### src/rtl/noc_traffic_gen.sv
// rtl/noc_traffic_gen.sv - flit traffic generator for one noc_router input port
module noc_traffic_gen #(
    parameter int          WIDTH     = 12,
    parameter int          ADDR_W    = 2,
    parameter logic [15:0] LFSR_SEED = 16'hACE1
) (
    input  logic              clk,
    input  logic              reset,
    input  logic              full,
    input  logic              almost_full,
    input  logic              enable,
    input  logic [1:0]        mode,
    input  logic [ADDR_W-1:0] src_id,
    input  logic [ADDR_W-1:0] dst_fixed,
    input  logic [7:0]        gap,
    input  logic [15:0]       pkt_limit,
    output logic [WIDTH-1:0]  data_out,
    output logic              write,
    output logic [15:0]       sent_count,
    output logic [15:0]       stall_count,
    output logic              done
);

    localparam int SEQ_W = WIDTH - 2*ADDR_W - 1;
    localparam logic [ADDR_W-1:0] ONE_A = 1;
    localparam logic [SEQ_W-1:0]  ONE_S = 1;

    typedef enum logic [1:0] {S_RUN, S_GAP, S_DONE} state_t;

    state_t            state;
    logic [SEQ_W-1:0]  seq;
    logic [ADDR_W-1:0] rr_ptr;
    logic [15:0]       lfsr;
    logic [7:0]        gap_cnt;

    logic              blocked;
    logic              limit_hit;
    logic              issue;
    logic              last_flit;
    logic [ADDR_W-1:0] rr_dst;
    logic [ADDR_W-1:0] rr_step;
    logic [ADDR_W-1:0] rr_next;
    logic [ADDR_W-1:0] dst;
    logic [15:0]       lfsr_next;
    logic [WIDTH-1:0]  flit;
    logic [15:0]       sent_inc;
    logic [15:0]       stall_inc;

    // The FIFO sees our previous write only after this edge, so back-pressure
    // uses almost_full when a write is already in flight.
    always_comb begin
        blocked   = write ? almost_full : full;
        limit_hit = (pkt_limit != 16'd0) && (sent_count >= pkt_limit);
        issue     = enable && !blocked && !limit_hit;
        last_flit = (pkt_limit != 16'd0) && (({1'b0, sent_count} + 17'd1) == {1'b0, pkt_limit});

        rr_dst  = (rr_ptr == src_id) ? rr_ptr + ONE_A : rr_ptr;
        rr_step = rr_dst + ONE_A;
        rr_next = (rr_step == src_id) ? rr_step + ONE_A : rr_step;

        lfsr_next = {1'b0, lfsr[15:1]} ^ (lfsr[0] ? 16'hB400 : 16'h0000);

        case (mode)
            2'b01:   dst = rr_dst;
            2'b10:   dst = lfsr[ADDR_W-1:0];
            default: dst = dst_fixed;
        endcase

        flit      = {seq, src_id, dst, 1'b1};
        sent_inc  = (sent_count == 16'hFFFF) ? sent_count : sent_count + 16'd1;
        stall_inc = (stall_count == 16'hFFFF) ? stall_count : stall_count + 16'd1;
    end

    always_ff @(posedge clk) begin
        if (reset) begin
            state       <= S_RUN;
            data_out    <= '0;
            write       <= 1'b0;
            sent_count  <= 16'd0;
            stall_count <= 16'd0;
            done        <= 1'b0;
            seq         <= '0;
            rr_ptr      <= '0;
            lfsr        <= LFSR_SEED;
            gap_cnt     <= 8'd0;
        end else begin
            case (state)
                S_RUN: begin
                    if (issue) begin
                        write      <= 1'b1;
                        data_out   <= flit;
                        seq        <= seq + ONE_S;
                        sent_count <= sent_inc;
                        if (mode == 2'b01)
                            rr_ptr <= rr_next;
                        if (mode == 2'b10)
                            lfsr <= lfsr_next;
                        if (last_flit) begin
                            state <= S_DONE;
                        end else if (gap != 8'd0) begin
                            gap_cnt <= gap;
                            state   <= S_GAP;
                        end
                    end else begin
                        write <= 1'b0;
                        if (enable && blocked)
                            stall_count <= stall_inc;
                        if (limit_hit)
                            state <= S_DONE;
                    end
                end
                S_GAP: begin
                    write   <= 1'b0;
                    gap_cnt <= gap_cnt - 8'd1;
                    if (gap_cnt <= 8'd1)
                        state <= S_RUN;
                end
                S_DONE: begin
                    write <= 1'b0;
                    if (!enable) begin
                        sent_count <= 16'd0;
                        done       <= 1'b0;
                        state      <= S_RUN;
                    end else begin
                        done <= 1'b1;
                    end
                end
                default: state <= S_RUN;
            endcase
        end
    end

endmodule

### config.mk
export PLATFORM = sky130hd
export DESIGN_NAME = noc_traffic_gen
export DESIGN_NICKNAME = d
export VERILOG_FILES = /design/src/rtl/noc_traffic_gen.sv
export SDC_FILE = /design/constraint.sdc
export NUM_CORES = 1
export LEC_CHECK = 0
export ABC_AREA = 1
export CORE_ASPECT_RATIO = 1.75
export CORE_MARGIN = 2
export CORE_UTILIZATION = 57
export CTS_BUF_LIST = sky130_fd_sc_hd__clkbuf_8
export DETAILED_ROUTE_END_ITERATION = 12
export PLACE_DENSITY = 0.84
export SLEW_MARGIN = 20
export SYNTH_ARGS = -nofsm -noshare
export SYNTH_HDL_FRONTEND = slang
export SYNTH_SLANG_ARGS = --single-unit
### constraint.sdc
create_clock -name clk -period 6.6 [get_ports clk]
set_input_delay 1.32 -clock clk [delete_from_list [all_inputs] [get_ports clk]]
set_output_delay 1.32 -clock clk [all_outputs]
set_load 0.05 [all_outputs]
==> out/summary.txt <==
Status - finished clean
Final setup violation count - 0
DRC - 0
Final Hold Vio Count - 0
Actual slew at the worst max-slew pin - 862.9 ps
First-pass DRT Iterations - 5
Initial Util - 58.43%
First-pass GRT wire length - 20820 um
Synthesized area per cell - 6.858 um^2
Relative slew slack - 41.99%
DR vias - 5091
Register Area - 0.001622 mm^2
Port Buffer Count - 80
Post-synth EDFFs - 0
Most frequent cell after synthesis - nand2_1
Total leakage power - 2.577 nW
Total Wirelength - 12720 um
Startpoint types - primary input
Core area - 0.008615 mm^2
Layout area overhead - 20.93%
Cells after Synth - 734
CTS Sinks - 81
Cell Pwr Density - 261.3 mW/mm^2
Main synth FF type - dfxtp_1
Crit-path max FO - 28
Placer Congestion - 0.9835
Full die area - 0.009628 mm^2
Clk_lat worst skew - 360 ps
Layout net count - 869
CTS tree - done
RSZ-0062 raised after global routing - false
Clk slew on worst S/H paths - 90 ps
Yosys cell types - 44
# resized after CTS - 0
Critical Path End Type - register
Max Freq - 249.0 MHz
Asr flop ratio synth - 0%
Final ANT Viol Nets - 0
Gr usage total - 27.32%
Drt wl/cell - 13.70 um
#FFs+latches synth - 81
Peak VDD IR - 259.9 uV
Synth top area share - 32.21%
Finished Cell Area - 0.006087 mm^2
Layout cells sized above 1 - 9.113%
Synth warn - 0
Fin util - 70.66%
Diode count - 0
Cell area after placement - 0.005886 mm^2
Synth top cells by count - nand2_1, dfxtp_1, inv_1
Clock Tree Buf Depth - 2
Final cycle utilization of the critical path - 60.84%
Largest net degree at the start of global routing - 47
I/O pin cnt - 81
Initial antenna violation count - 0
Vias per cell - 5.480
Area of the multi-input gates - 0.003008 mm^2
CTS H-tree lvls - 3
Mapped Nets - 796
CTS Buf Count - 9
CTS root buffer - clkbuf_8
Max cap viols - 0
Fill count - 764
Area leader, netlist - dfxtp_1
Post-Route Setup TNS - 0 ps
# rows - 45
Detailed Place HPWL - 9439 um
Iter 0 DRT Violations - 209
Die height - 128.3 um
Worst min path class - register to register
WP data required - 6910 ps
Chip Width - 75.04 um
Area contributors post-synth - dfxtp_1, nand2_1, ha_1
GR Overflow Total - 0
Sequential fraction of the synthesis area - 32.21%
Worst EP arrival - 4320 ps
Final Skew - 8.684 ps
Final Max Tran Viols - 0
CTS Hold Bufs - 0
Post-Syn Area - 0.005034 mm^2
Vias in the first global route - 4838
Post-CTS setup buffer count - 0
Critical path class - primary input to register
Period minus WS final - 4015 ps
==> cell families after synthesis <==
family,after synthesis,synth area share (%)
and+or+nand+nor,381,35.45
buffers and inverters,99,8.029
adders and majority gates,27,6.711
muxes,2,0.3977
AOI/OAI and AO/OA,132,14.96
DFF,81,32.21
xor gates and xnor gates,12,2.237
==> placed cells by master (no fill, tap or decap), drive strengths merged, types with 2 or more instances in the layout <==
master and instances:
a31oi 2, clkdlybuf4s50 80, clkinv 5, o21ai 42, nor2 75, a21oi 77
ha 27, mux2i 2, nand4 21, o21bai 2, inv 81, nor4 4
o211ai 4, xor2 7, xnor2 5, dfxtp 81, nor3 10, clkbuf 9
nand3 54, o21a 3, nand2 214
==> where the power goes <==
group          switching (W)  total, W  internal (W)
Sequential         0.0000420  0.000586      0.000544
Combinational       0.000423  0.000627      0.000205
Clock               0.000198  0.000378      0.000179
Total               0.000663   0.00159      0.000928
==> area by class of cell <==
type                    count  share of cell area (%)
clock inverters             7                   1.274
inverters                  80                   4.954
clock buffers               9                   2.035
well taps                 117                   2.405
flip-flops and latches     81                   26.64
multi-input cells         554                   49.41
repair buffers             81                   13.28
==> state kept, by name, indices dropped and copies added, names as in the netlist <==
name,flops
seq,7
data_out,12
sent_count,16
rr_ptr,2
done,1
gap_cnt,8
stall_count,16
lfsr,16
write,1
state,2
==> critical path, cell delays in order <==
cell and delay (ps):
clkdlybuf4s50_1 470, inv_1 70, ha_1 320, a21oi_1 150, nor2_1 60, nor3_1 170, nand2_1 90, nand2_1 60
nand3_1 80, nand2_1 140, nand2_4 100, nor2_4 430, nand2_2 330, inv_2 270, o21ai_0 120, a21oi_1 140
==> worst paths after layout <==
kind | startpoint | to | slack [ps] | depth (start not counted)
min reg2reg | lfsr[9] | lfsr[8] | 460 | 2
max | pkt_limit[5] | lfsr[12] | 2580 | 16
max reg2reg | sent_count[5] | lfsr[12] | 3600 | 14
min | lfsr[9] | lfsr[8] | 460 | 2
==> metal layers <==
layer  track usage [%]  up-vias  part of all wire [%]
met5                 0        -                     0
met4             11.66        0                   2.5
met3             4.638       27                   4.7
met2             48.86      149                    51
met1             30.72     2360                    41
li1                  -     2555                     -
==> metrics by stage <==
stage	instances	hold WS, ps	setup WS (ps)	total power (W)
4_1_cts	929	462.1	2591	0.001595
6_report	929	463.1	2585	0.001590
3_3_place_gp	913	442.3	2292	0.001196
2_1_floorplan	734	423.6	3483	0.001075
5_1_grt	929	484.6	2216	0.001689
3_5_place_dp	913	448.8	2227	0.001219
Power figures use the tool's default switching activity.
